## src/rtl/adc_spi_responder.sv

```systemverilog
// adc_spi_responder
//   Emulates an MCP3202-style 2-channel ADC on the SPI bus. The block waits
//   for a start bit, decodes {SGL/DIFF, ODD/SIGN, MSBF} and latches the
//   selected (or clamped differential) sample on the MSBF edge. It returns a
//   null bit and then the sample MSB-first, with adc_miso changing on SCLK
//   falling edges.
//
// Ports
//   clk, reset_n       system clock, synchronous active-low reset
//   adc_clk/cs/mosi    SPI pins from the master (asynchronous, synchronized here)
//   adc_miso, miso_oe  SPI data out and its drive enable
//   ch0/ch1_sample     live channel values (SAMPLE_W bits)
//   frame_done         one-clk pulse when a frame completes
//   frame_cmd          {SGL/DIFF, ODD/SIGN, MSBF} of the last completed frame
//   busy               synchronized chip select, inverted
//
// Build option
//   ADC_SPI_RESPONDER_LSBF_EN: when defined, a frame with MSBF=0 is followed
//   by an LSB-first tail (B1..B[SAMPLE_W-1]) before the frame completes.
module adc_spi_responder #(
  parameter int SAMPLE_W = 12
) (
  input  logic                clk,
  input  logic                reset_n,
  input  logic                adc_clk,
  input  logic                adc_cs,
  input  logic                adc_mosi,
  output logic                adc_miso,
  output logic                miso_oe,
  input  logic [SAMPLE_W-1:0] ch0_sample,
  input  logic [SAMPLE_W-1:0] ch1_sample,
  output logic                frame_done,
  output logic [2:0]          frame_cmd,
  output logic                busy
);

  localparam int CNT_W = $clog2(SAMPLE_W + 1);
  localparam logic [CNT_W-1:0] LAST_IDX  = CNT_W'(SAMPLE_W - 1);
  localparam logic [CNT_W-1:0] DATA_BITS = CNT_W'(SAMPLE_W);
  localparam logic [CNT_W-1:0] CMD_LAST  = CNT_W'(2);

  localparam logic [2:0] ST_IDLE       = 3'd0;
  localparam logic [2:0] ST_WAIT_START = 3'd1;
  localparam logic [2:0] ST_CMD        = 3'd2;
  localparam logic [2:0] ST_NULLBIT    = 3'd3;
  localparam logic [2:0] ST_DATA       = 3'd4;
  localparam logic [2:0] ST_DONE       = 3'd5;
`ifdef ADC_SPI_RESPONDER_LSBF_EN
  localparam logic [2:0] ST_TAIL       = 3'd6;
`endif

  // Differential result, computed one bit wider so that a negative result
  // is visible and clamps to zero.
  function automatic logic [SAMPLE_W-1:0] sat_diff(input logic [SAMPLE_W-1:0] a,
                                                   input logic [SAMPLE_W-1:0] b);
    logic signed [SAMPLE_W:0] d;
    d = $signed({1'b0, a}) - $signed({1'b0, b});
    return d[SAMPLE_W] ? '0 : d[SAMPLE_W-1:0];
  endfunction

  function automatic logic [SAMPLE_W-1:0] pick_sample(input logic sgl, input logic odd,
                                                      input logic [SAMPLE_W-1:0] c0,
                                                      input logic [SAMPLE_W-1:0] c1);
    if (sgl) return odd ? c1 : c0;
    return odd ? sat_diff(c1, c0) : sat_diff(c0, c1);
  endfunction

  logic                adc_clk_p0, adc_clk_p1, adc_clk_p2;
  logic                adc_cs_p0, adc_cs_p1, adc_cs_p2;
  logic                adc_mosi_p0, adc_mosi_p1;
  logic [2:0]          state;
  logic [CNT_W-1:0]    bit_cnt;
  logic                sgl_q, odd_q, msbf_q;
  logic [SAMPLE_W-1:0] sample_q;
  logic                sclk_rise, sclk_fall, cs_rise, sample_load;

  // ---- stage p0/p1: synchronizers; p2: delayed copy for edge detection ----
  assign sclk_rise   = adc_clk_p1 & ~adc_clk_p2;
  assign sclk_fall   = ~adc_clk_p1 & adc_clk_p2;
  assign cs_rise     = adc_cs_p1 & ~adc_cs_p2;
  assign busy        = ~adc_cs_p1;
  // A chip-select rise in the same cycle cancels the latch along with the edge.
  assign sample_load = (state == ST_CMD) && sclk_rise && !cs_rise && (bit_cnt == CMD_LAST);

  // ---- control: synchronizers, FSM, outputs ----
  always_ff @(posedge clk) begin
    if (!reset_n) begin
      adc_clk_p0  <= 1'b0;
      adc_clk_p1  <= 1'b0;
      adc_clk_p2  <= 1'b0;
      adc_cs_p0   <= 1'b1;
      adc_cs_p1   <= 1'b1;
      adc_cs_p2   <= 1'b1;
      adc_mosi_p0 <= 1'b0;
      adc_mosi_p1 <= 1'b0;
      state       <= ST_IDLE;
      bit_cnt     <= '0;
      sgl_q       <= 1'b0;
      odd_q       <= 1'b0;
      msbf_q      <= 1'b0;
      adc_miso    <= 1'b0;
      miso_oe     <= 1'b0;
      frame_done  <= 1'b0;
      frame_cmd   <= 3'b000;
    end else begin
      adc_clk_p0  <= adc_clk;
      adc_clk_p1  <= adc_clk_p0;
      adc_clk_p2  <= adc_clk_p1;
      adc_cs_p0   <= adc_cs;
      adc_cs_p1   <= adc_cs_p0;
      adc_cs_p2   <= adc_cs_p1;
      adc_mosi_p0 <= adc_mosi;
      adc_mosi_p1 <= adc_mosi_p0;
      frame_done  <= 1'b0;

      if (cs_rise) begin
        state    <= ST_IDLE;
        adc_miso <= 1'b0;
        miso_oe  <= 1'b0;
      end else begin
        case (state)
          ST_IDLE: begin
            if (!adc_cs_p1) state <= ST_WAIT_START;
          end
          ST_WAIT_START: begin
            if (sclk_rise && adc_mosi_p1) begin
              state   <= ST_CMD;
              bit_cnt <= '0;
            end
          end
          ST_CMD: begin
            if (sclk_rise) begin
              case (bit_cnt)
                CNT_W'(0): sgl_q  <= adc_mosi_p1;
                CNT_W'(1): odd_q  <= adc_mosi_p1;
                default:   msbf_q <= adc_mosi_p1;
              endcase
              if (bit_cnt == CMD_LAST) state <= ST_NULLBIT;
              else                     bit_cnt <= bit_cnt + 1'b1;
            end
          end
          ST_NULLBIT: begin
            if (sclk_fall) begin
              adc_miso <= 1'b0;
              miso_oe  <= 1'b1;
              bit_cnt  <= '0;
              state    <= ST_DATA;
            end
          end
          ST_DATA: begin
            if (sclk_fall) begin
              if (bit_cnt == DATA_BITS) begin
`ifdef ADC_SPI_RESPONDER_LSBF_EN
                if (!msbf_q) begin
                  // B0 was the last MSB-first bit; the tail starts at B1.
                  adc_miso <= sample_q[1];
                  bit_cnt  <= CNT_W'(2);
                  state    <= ST_TAIL;
                end else begin
                  adc_miso   <= 1'b0;
                  frame_done <= 1'b1;
                  frame_cmd  <= {sgl_q, odd_q, msbf_q};
                  state      <= ST_DONE;
                end
`else
                adc_miso   <= 1'b0;
                frame_done <= 1'b1;
                frame_cmd  <= {sgl_q, odd_q, msbf_q};
                state      <= ST_DONE;
`endif
              end else begin
                adc_miso <= sample_q[LAST_IDX - bit_cnt];
                bit_cnt  <= bit_cnt + 1'b1;
              end
            end
          end
`ifdef ADC_SPI_RESPONDER_LSBF_EN
          ST_TAIL: begin
            if (sclk_fall) begin
              if (bit_cnt == DATA_BITS) begin
                adc_miso   <= 1'b0;
                frame_done <= 1'b1;
                frame_cmd  <= {sgl_q, odd_q, msbf_q};
                state      <= ST_DONE;
              end else begin
                adc_miso <= sample_q[bit_cnt];
                bit_cnt  <= bit_cnt + 1'b1;
              end
            end
          end
`endif
          ST_DONE: begin
            if (sclk_fall) adc_miso <= 1'b0;
          end
          default: state <= ST_IDLE;
        endcase
      end
    end
  end

  // ---- data: sample frozen on the MSBF edge ----
  always_ff @(posedge clk) begin
    if (sample_load) sample_q <= pick_sample(sgl_q, odd_q, ch0_sample, ch1_sample);
  end

endmodule

```

## config.mk

```make
export PLATFORM = sky130hd
export DESIGN_NAME = adc_spi_responder
export DESIGN_NICKNAME = d
export VERILOG_FILES = /design/src/rtl/adc_spi_responder.sv
export SDC_FILE = /design/constraint.sdc
export NUM_CORES = 1
export LEC_CHECK = 0
export ABC_AREA = 1
export ABC_CLOCK_PERIOD_IN_PS = 3600
export BUFFER_PORTS_ARGS = -buffer_cell sky130_fd_sc_hd__buf_2
export CAP_MARGIN = 5
export CORE_MARGIN = 3
export CORE_UTILIZATION = 25
export CTS_BUF_LIST = sky130_fd_sc_hd__clkbuf_4
export CTS_CLUSTER_DIAMETER = 50
export CTS_CLUSTER_SIZE = 14
export DETAILED_ROUTE_END_ITERATION = 6
export PLACE_DENSITY_LB_ADDON = 0.2
export SLEW_MARGIN = 5
export SYNTH_ARGS = -nofsm -noshare
export SYNTH_HDL_FRONTEND = slang
export SYNTH_SLANG_ARGS = --single-unit
```

## constraint.sdc

```tcl
create_clock -name clk -period 3.6 [get_ports clk]
set_input_delay 0.18 -clock clk [delete_from_list [all_inputs] [get_ports clk]]
set_output_delay 0.18 -clock clk [all_outputs]
set_load 0.01 [all_outputs]
```

==> results.py, run 1 <==
metrics = {
    "synthesis": {
        "syn_nets": 592,
        "synthCells": 531,
        "synth_top_area_share_pct": 17.9,
        "ys_types": 36,
        "synth_seq_cells": 36,
        "synthTopCellsByArea": "nand2_1 18%, dfxtp_1 14%, ha_1 11%",
        "synth_top_area_cell": "nand2_1",
        "netlist_area_sq_um": 3360,
        "ys_seq_area_share_pct": 25.1,
        "syn_avg_cell_area_sq_um": 6.32,
        "yosysWarnings": 0,
    },
    "drt": {
        "viasPerCell": 4.47,
        "avgRoutedWirePerCell_um": 12.1,
        "post-route-drc-count": 0,
        "first_pass_iters": 4,
        "wl_um": 8890,
        "antenna_left": 0,
        "drtIter0Drc": 249,
        "via_count": 3295,
    },
    "place": {
        "io_buffers": 35,
        "hpwl_um": 7350,
        "place.gp.congestion": 0.964,
        "dp_cells": 729,
    },
    "floorplan": {
        "num_rows": 41,
        "die_w_um": 122,
        "start_util_pct": 26.1,
        "die_area_sq_um": 14800,
        "dieHeight_um": 122,
        "io_pins": 36,
        "core-area_sq_um": 12900,
    },
    "cells_and_area": {
        "seq_area_sq_um": 841,
        "mostFrequentLayoutCell": "nand2_1",
        "area_growth_syn_to_layout_pct": 12.1,
        "final_cell_mix": "160 x nand2_1, 90 x inv_1, 42 x nand3_1",
        "multi_input_area_sq_um": 2090,
        "fillers": 1443,
        "antenna_cells": 0,
        "stdcell_count": 737,
        "layout-drive-gt1-share_pct": 12.6,
        "nets": 625,
    },
    "setup_path": {
        "crit_path_start": "bit_cnt[0]",
        "cpPeakStageDelay_ns": 0.57,
        "end_kind": "flip-flop",
        "cp.arrival_ns": 2.37,
        "r2r_slack_ns": 1.47,
        "r2r_start": "bit_cnt[0]",
        "crit_family": "simple AND/OR/NAND/NOR gates",
        "critPathSlowestCell": "dfxtp_1",
        "cp_cell_sequence": "clkinv_1 > ha_1 > nand2_1 > inv_1 > nand4_1 > nand3b_1 > nor2_2 > nand2_4 > o21ai_2 > nor2_1",
        "critPathRequiredTime_ns": 3.84,
        "path_buf_inv": 2,
        "cp-start-kind": "flip-flop",
        "timing.rr.end": "bit_cnt[1]",
        "endpoint": "bit_cnt[1]",
        "cp_max_fo": 11,
        "critPathKind": "flip-flop to flip-flop",
        "crit_cells": 10,
        "r2r_cells": 10,
    },
    "cts": {
        "cts_buffers": 5,
        "ctsResizeCount": 0,
        "clk_path_buf_depth": 2,
        "clockRootBuffer": "clkbuf_4",
        "numClockSinks": 36,
        "h-tree-depth": 2,
        "cts_setup_buffers": 0,
        "insertion_delay_ns": 0.34,
        "cts_tree": "built",
        "clk_pin_slew_ns": 0.11,
        "holdBufCountCts": 0,
    },
    "sta": {
        "fin_crit_ns": 2.13,
        "timing.final.crit_share_pct": 59.1,
        "finalHoldViolations": 0,
        "finClkSkew_ns": 0.00922,
        "report.final.slew_viol_count": 0,
        "worstMarginPinSlew_ns": 0.893,
        "slew_headroom_pct": 40.3,
        "rsz0062_at_grt": "no",
        "setup_viol": 0,
        "tns_ns": 0,
        "fmax_mhz": 470,
        "worst_hold_slack_ns": 0.0213,
    },
    "global_route": {
        "gr-usage-all-layers_pct": 12.3,
        "grt_pass1_vias": 3158,
        "grt_pass1_wl_um": 14800,
        "grt_max_degree": 26,
        "groute.layer.met2.usage_pct": 22.1,
        "antenna_found_initial": 0,
        "use_met3_pct": 1.30,
        "use_met1_pct": 15.2,
        "overflow": 0,
        "busiest_layer": "met2",
    },
    "pwr": {
        "leakagePower_nw": 2.02,
        "powerDensity_nw_per_um2": 366,
        "total_power_mw": 1.38,
        "ir_drop_mv": 0.125,
    },
    "hold_path": {
        "min_path_type": "input pin to flip-flop",
    },
    "status": {
        "outcome": "completed",
    },
    "run": {
        "drv_cap": 0,
    },
}
==> worst min path at each step <==
stage,startpoint,to,depth (start not counted)
global route,adc_cs,adc_cs_p0,2
CTS,adc_cs,adc_cs_p0,2
finish,adc_cs,adc_cs_p0,2
global placement,adc_clk,adc_clk_p0,3
floorplan,adc_clk,adc_clk_p0,2
detailed placement,adc_cs,adc_cs_p0,2
==> state kept, by name (all words and copies together), names as in the netlist <==
register and flops:
odd_q 1, adc_clk_p1 1, adc_mosi_p0 1, frame_done 1
msbf_q 1, state 3, adc_cs_p0 1, adc_clk_p2 1
sample_q 12, frame_cmd 3, adc_miso 1, adc_cs_p1 1
miso_oe 1, adc_mosi_p1 1, adc_cs_p2 1, adc_clk_p0 1
sgl_q 1, bit_cnt 4
==> cell type report <==
type                            instances  area share, %
Timing Repair Buffer                   35           4.66
Sequential cell                        36           22.3
Inverter                              101           10.1
Clock inverter                          1          0.133
Tap cell                              172           5.72
Clock buffer                            7           1.40
Multi-Input combinational cell        385           55.6
==> metal layers <==
layer	routed length, um	up-vias
met5	0	-
met4	198	0
met3	259	15
met2	4350	60
met1	4090	1484
li1	-	1736
==> cell usage after synthesis (all sizes together) <==
cell type and n:
nand2 166, nand4 10, inv 98, edfxtp 12, o21bai 2, buf 5, o2111ai 1, nor2 32
a21oi 38, clkinv 3, xnor2 4, nor3 1, dfxtp 24, o21ai 39, nand3b 1, fa 2
a21o 1, nand3 45, clkbuf 4, ha 30, or2 2, o211ai 1, xor2 10
==> through the flow <==
| stage | setup WS (ns) | utilization [%] | area (sq um) |
|---|---|---|---|
| 2_1_floorplan | 1.76 | - | 3360 |
| 3_3_place_gp | 1.22 | 28.8 | 3700 |
| 3_5_place_dp | 1.26 | 28.8 | 3700 |
| 4_1_cts | 1.45 | 29.2 | 3760 |
| 5_1_grt | 1.29 | 29.2 | 3760 |
| 6_report | 1.47 | 29.2 | 3760 |
==> cell families after synthesis <==
logic type / Yosys count / synth area share (%)
adders and majority gates: 32 / 12.4
xor gates and xnor gates: 14 / 3.65
buffers and inverters: 110 / 12.6
DFF: 36 / 25.1
and+or+nand+nor: 257 / 33.3
AOI/OAI and AO/OA: 82 / 13.0
==> power by group <==
part | internal [mW] | switching (mW)
clock | 0.0912 | 0.131
combinational | 0.227 | 0.431
sequential | 0.452 | 0.0434
==> worst register-to-register path, delay by kind of cell (launching register included) <==
kind / cells / cell delay (ns)
buffers and inverters: 2 / 0.40
AND/OR/NAND/NOR: 6 / 0.57
AO/OA/AOI/OAI: 1 / 0.16
flip-flops: 1 / 0.57
adder cells (fa/ha/maj): 1 / 0.33
No activity file was read; power rests on OpenSTA's default activity.
==> run 2, diff against run 1 <==
ABC_AREA = 0   (was 1)
ABC_CLOCK_PERIOD_IN_PS = 1900   (was 3600)
clock period = 1.9 ns   (was 3.6 ns; I/O delays follow)
==> run 2 against run 1 <==
- first-iteration DRC count decreased by 36%
- largest power group is now sequential cells
- combinational power is 2% higher
- die area fell by 7.9%
- final cell count decreased by 19%
- count of clock-buffer cells in the layout down 1
- core utilization increased by 5.5 points
- critical endpoint is now sample_q[5]
- sequential power grew 64%
- the flow now finishes with violations (negative setup slack)
- non-clock buffer count is 70 higher
==> results.py, run 2 <==
metrics = {
    "cells_and_area": {
        "largest_register_ffs": 12,
        "fillers": 1267,
        "stdcell_count": 600,
        "nets": 517,
        "layout-drive-gt1-share_pct": 29.1,
        "area_growth_syn_to_layout_pct": 32.3,
        "mostFrequentLayoutCell": "buf_4",
        "reg_top3": "sample_q x12, bit_cnt x4",
        "regMostFlops": "sample_q",
        "final_cell_mix": "65 x buf_4, 39 x a21oi_1, 37 x inv_1",
        "antenna_cells": 0,
    },
    "sta": {
        "slew_headroom_pct": 66.9,
        "finalHoldViolations": 0,
        "timing.final.crit_share_pct": 101,
        "fmax_mhz": 519,
        "worst_hold_slack_ns": 0.0787,
        "finClkSkew_ns": 0.0135,
        "setup_viol": 2,
        "fin_crit_ns": 1.93,
        "rsz0062_at_grt": "yes",
        "fin_ws_ns": -0.0256,
        "tns_ns": -0.0275,
        "worstMarginPinSlew_ns": 0.491,
        "report.final.slew_viol_count": 0,
    },
    "pwr": {
        "ir_drop_mv": 0.166,
        "combPwrFrac_pct": 35.2,
        "p_int_mw": 1.30,
        "powerDensity_nw_per_um2": 467,
        "power_switching_mw": 0.600,
        "pwr-share-seq_pct": 42.9,
        "leakagePower_nw": 1.79,
        "total_power_mw": 1.90,
        "clkPwrFrac_pct": 21.8,
        "switching_share_pct": 31.6,
    },
    "synthesis": {
        "yosysWarnings": 0,
        "ys_seq_area_share_pct": 27.3,
        "yosys.area_share.adder_pct": 13.5,
        "synthTopCellsByCount": "40 x a21oi_1, 39 x inv_1, 30 x ha_1, 24 x dfxtp_1, 19 x nand2_1",
        "synthTopCellsByArea": "dfxtp_1 16%, ha_1 12%, edfxtp_1 12%",
        "synthArstFlopShare_pct": 0,
        "syn_avg_cell_area_sq_um": 8.47,
        "synth_seq_cells": 36,
        "ys_types": 53,
        "post_synth_xor_area_fraction_pct": 3.99,
        "synth_top_family_by_area": "compound AO/OA/AOI/OAI gates",
        "syn_nets": 424,
        "netlist_area_sq_um": 3080,
        "synth_compound_area_share_pct": 24.0,
        "synth_top_area_cell": "dfxtp_1",
        "synth_top_area_share_pct": 15.6,
        "synth.most_common_cell": "a21oi_1",
        "yosys_most_used_dff": "dfxtp_1",
        "synthMuxAreaShare_pct": 7.08,
        "synth_simple_gate_area_share_pct": 16.2,
        "synthCells": 363,
        "synth_edf_count": 12,
    },
    "drt": {
        "first_pass_iters": 4,
        "drtIter0Drc": 160,
        "avgRoutedWirePerCell_um": 13.3,
        "viasPerCell": 4.77,
        "antenna_left": 0,
        "post-route-drc-count": 0,
        "via_count": 2861,
        "wl_um": 7960,
    },
    "setup_path": {
        "end_kind": "flip-flop",
        "cp_max_fo": 5,
        "critPathSlowestCell": "o31a_1",
        "cp.arrival_ns": 2.04,
        "critPathRequiredTime_ns": 2.01,
        "cp_common_cell": "o31a_1",
        "cpPeakStageDelay_ns": 0.34,
        "cp-start-kind": "input pin",
        "cp_cell_sequence": "buf_2 > ha_4 > inv_2 > fa_2 > a21o_1 > a221oi_4 > nor3_2 > o31a_1 > and3_4 > o31a_1",
        "critPathKind": "input pin to flip-flop",
    },
    "status": {
        "outcome": "complete, but fails checks",
        "violations": "negative setup slack",
    },
    "cts": {
        "clockRootBuffer": "clkbuf_4",
        "numClockSinks": 36,
        "h-tree-depth": 2,
        "cts_tree": "built",
        "clk_pin_slew_ns": 0.12,
        "clk_path_buf_depth": 2,
        "cts_buffers": 5,
        "insertion_delay_ns": 0.34,
    },
    "global_route": {
        "grt_max_degree": 24,
        "antenna_found_initial": 0,
        "grt_pass1_wl_um": 13600,
        "grt_pass1_vias": 2866,
        "gr-usage-all-layers_pct": 12.2,
        "overflow": 0,
    },
    "floorplan": {
        "die_w_um": 117,
        "core-area_sq_um": 11700,
        "io_pins": 36,
        "die_area_sq_um": 13700,
        "start_util_pct": 26.3,
        "num_rows": 39,
        "dieHeight_um": 117,
    },
    "place": {
        "dp_slack_ns": -0.534,
        "io_buffers": 35,
        "place.gp.congestion": 0.817,
        "hpwl_um": 6360,
        "dp_cells": 587,
    },
    "run": {
        "drv_cap": 0,
    },
    "hold_path": {
        "min_path_type": "input pin to flip-flop",
    },
}
[run 2: power by group through the flow]
stage | sequential (mW) | clock [mW] | combinational, mW
2_1_floorplan | 0.830 | 0 | 0.382
3_3_place_gp | 0.832 | 0 | 0.630
3_5_place_dp | 0.832 | 0 | 0.632
4_1_cts | 0.815 | 0.435 | 0.652
5_1_grt | 0.816 | 0.475 | 0.744
6_report | 0.814 | 0.415 | 0.669
[run 2: worst paths after layout]
kind                                    start  cells after the start  slack, ns           end
worst min-delay path                  reset_n                      2       0.08     adc_cs_p2
worst max-delay path            ch0_sample[0]                     10      -0.03   sample_q[5]
worst max register to register       state[1]                      5       0.14  sample_q[11]
worst min register to register      adc_cs_p0                      1       0.42     adc_cs_p1
[run 2: cell families after synthesis]
group                      count (synthesis)
buffers and inverters                     59
muxes                                     18
AOI/OAI and AO/OA                        110
xor gates and xnor gates                  14
and+or+nand+nor                           94
adders and majority gates                 32
DFF                                       36
[run 2: cell type report]
class	count	area (sq um)	share of cell area, %
sequential	36	841	20.7
clock inverter	2	11.3	0.277
clock buffer	6	45.0	1.11
inverter	39	159	3.91
tap	143	179	4.40
timing repair buffer	105	748	18.4
multi-input combinational	269	2080	51.2
[run 2: critical path: cells and delay by family]
family / cells / cell delay, ns
and+or+nand+nor: 2 / 0.26
AOI/OAI and AO/OA: 4 / 1.06
buffers and inverters: 2 / 0.16
adders and majority gates: 2 / 0.47
[run 2: metrics by stage]
stage | utilization (%) | instance area [sq um]
after floorplan | - | 3120
after CTS | 34.3 | 4020
after global routing | 34.7 | 4070
after detailed placement | 33.2 | 3890
after global placement | 33.2 | 3890
final | 34.7 | 4070
[run 2: repair_timing]
action,4_1_cts,5_1_grt
endpoints found under the hold margin,3,0
pin swaps,7,7
endpoints found under the setup margin,11,17
hold buffers,3,0
gates cloned,1,0
setup buffers,1,0
gates resized for setup,6,12
[run 2: per-layer routing]
layer | wire length [um] | up-vias | global-route usage [%]
met1 | 3750 | 1329 | 16.1
met5 | 0 | - | 0
met3 | 199 | 6 | 1.59
li1 | - | 1484 | -
met2 | 3950 | 42 | 21.5
met4 | 61 | 0 | 2.22
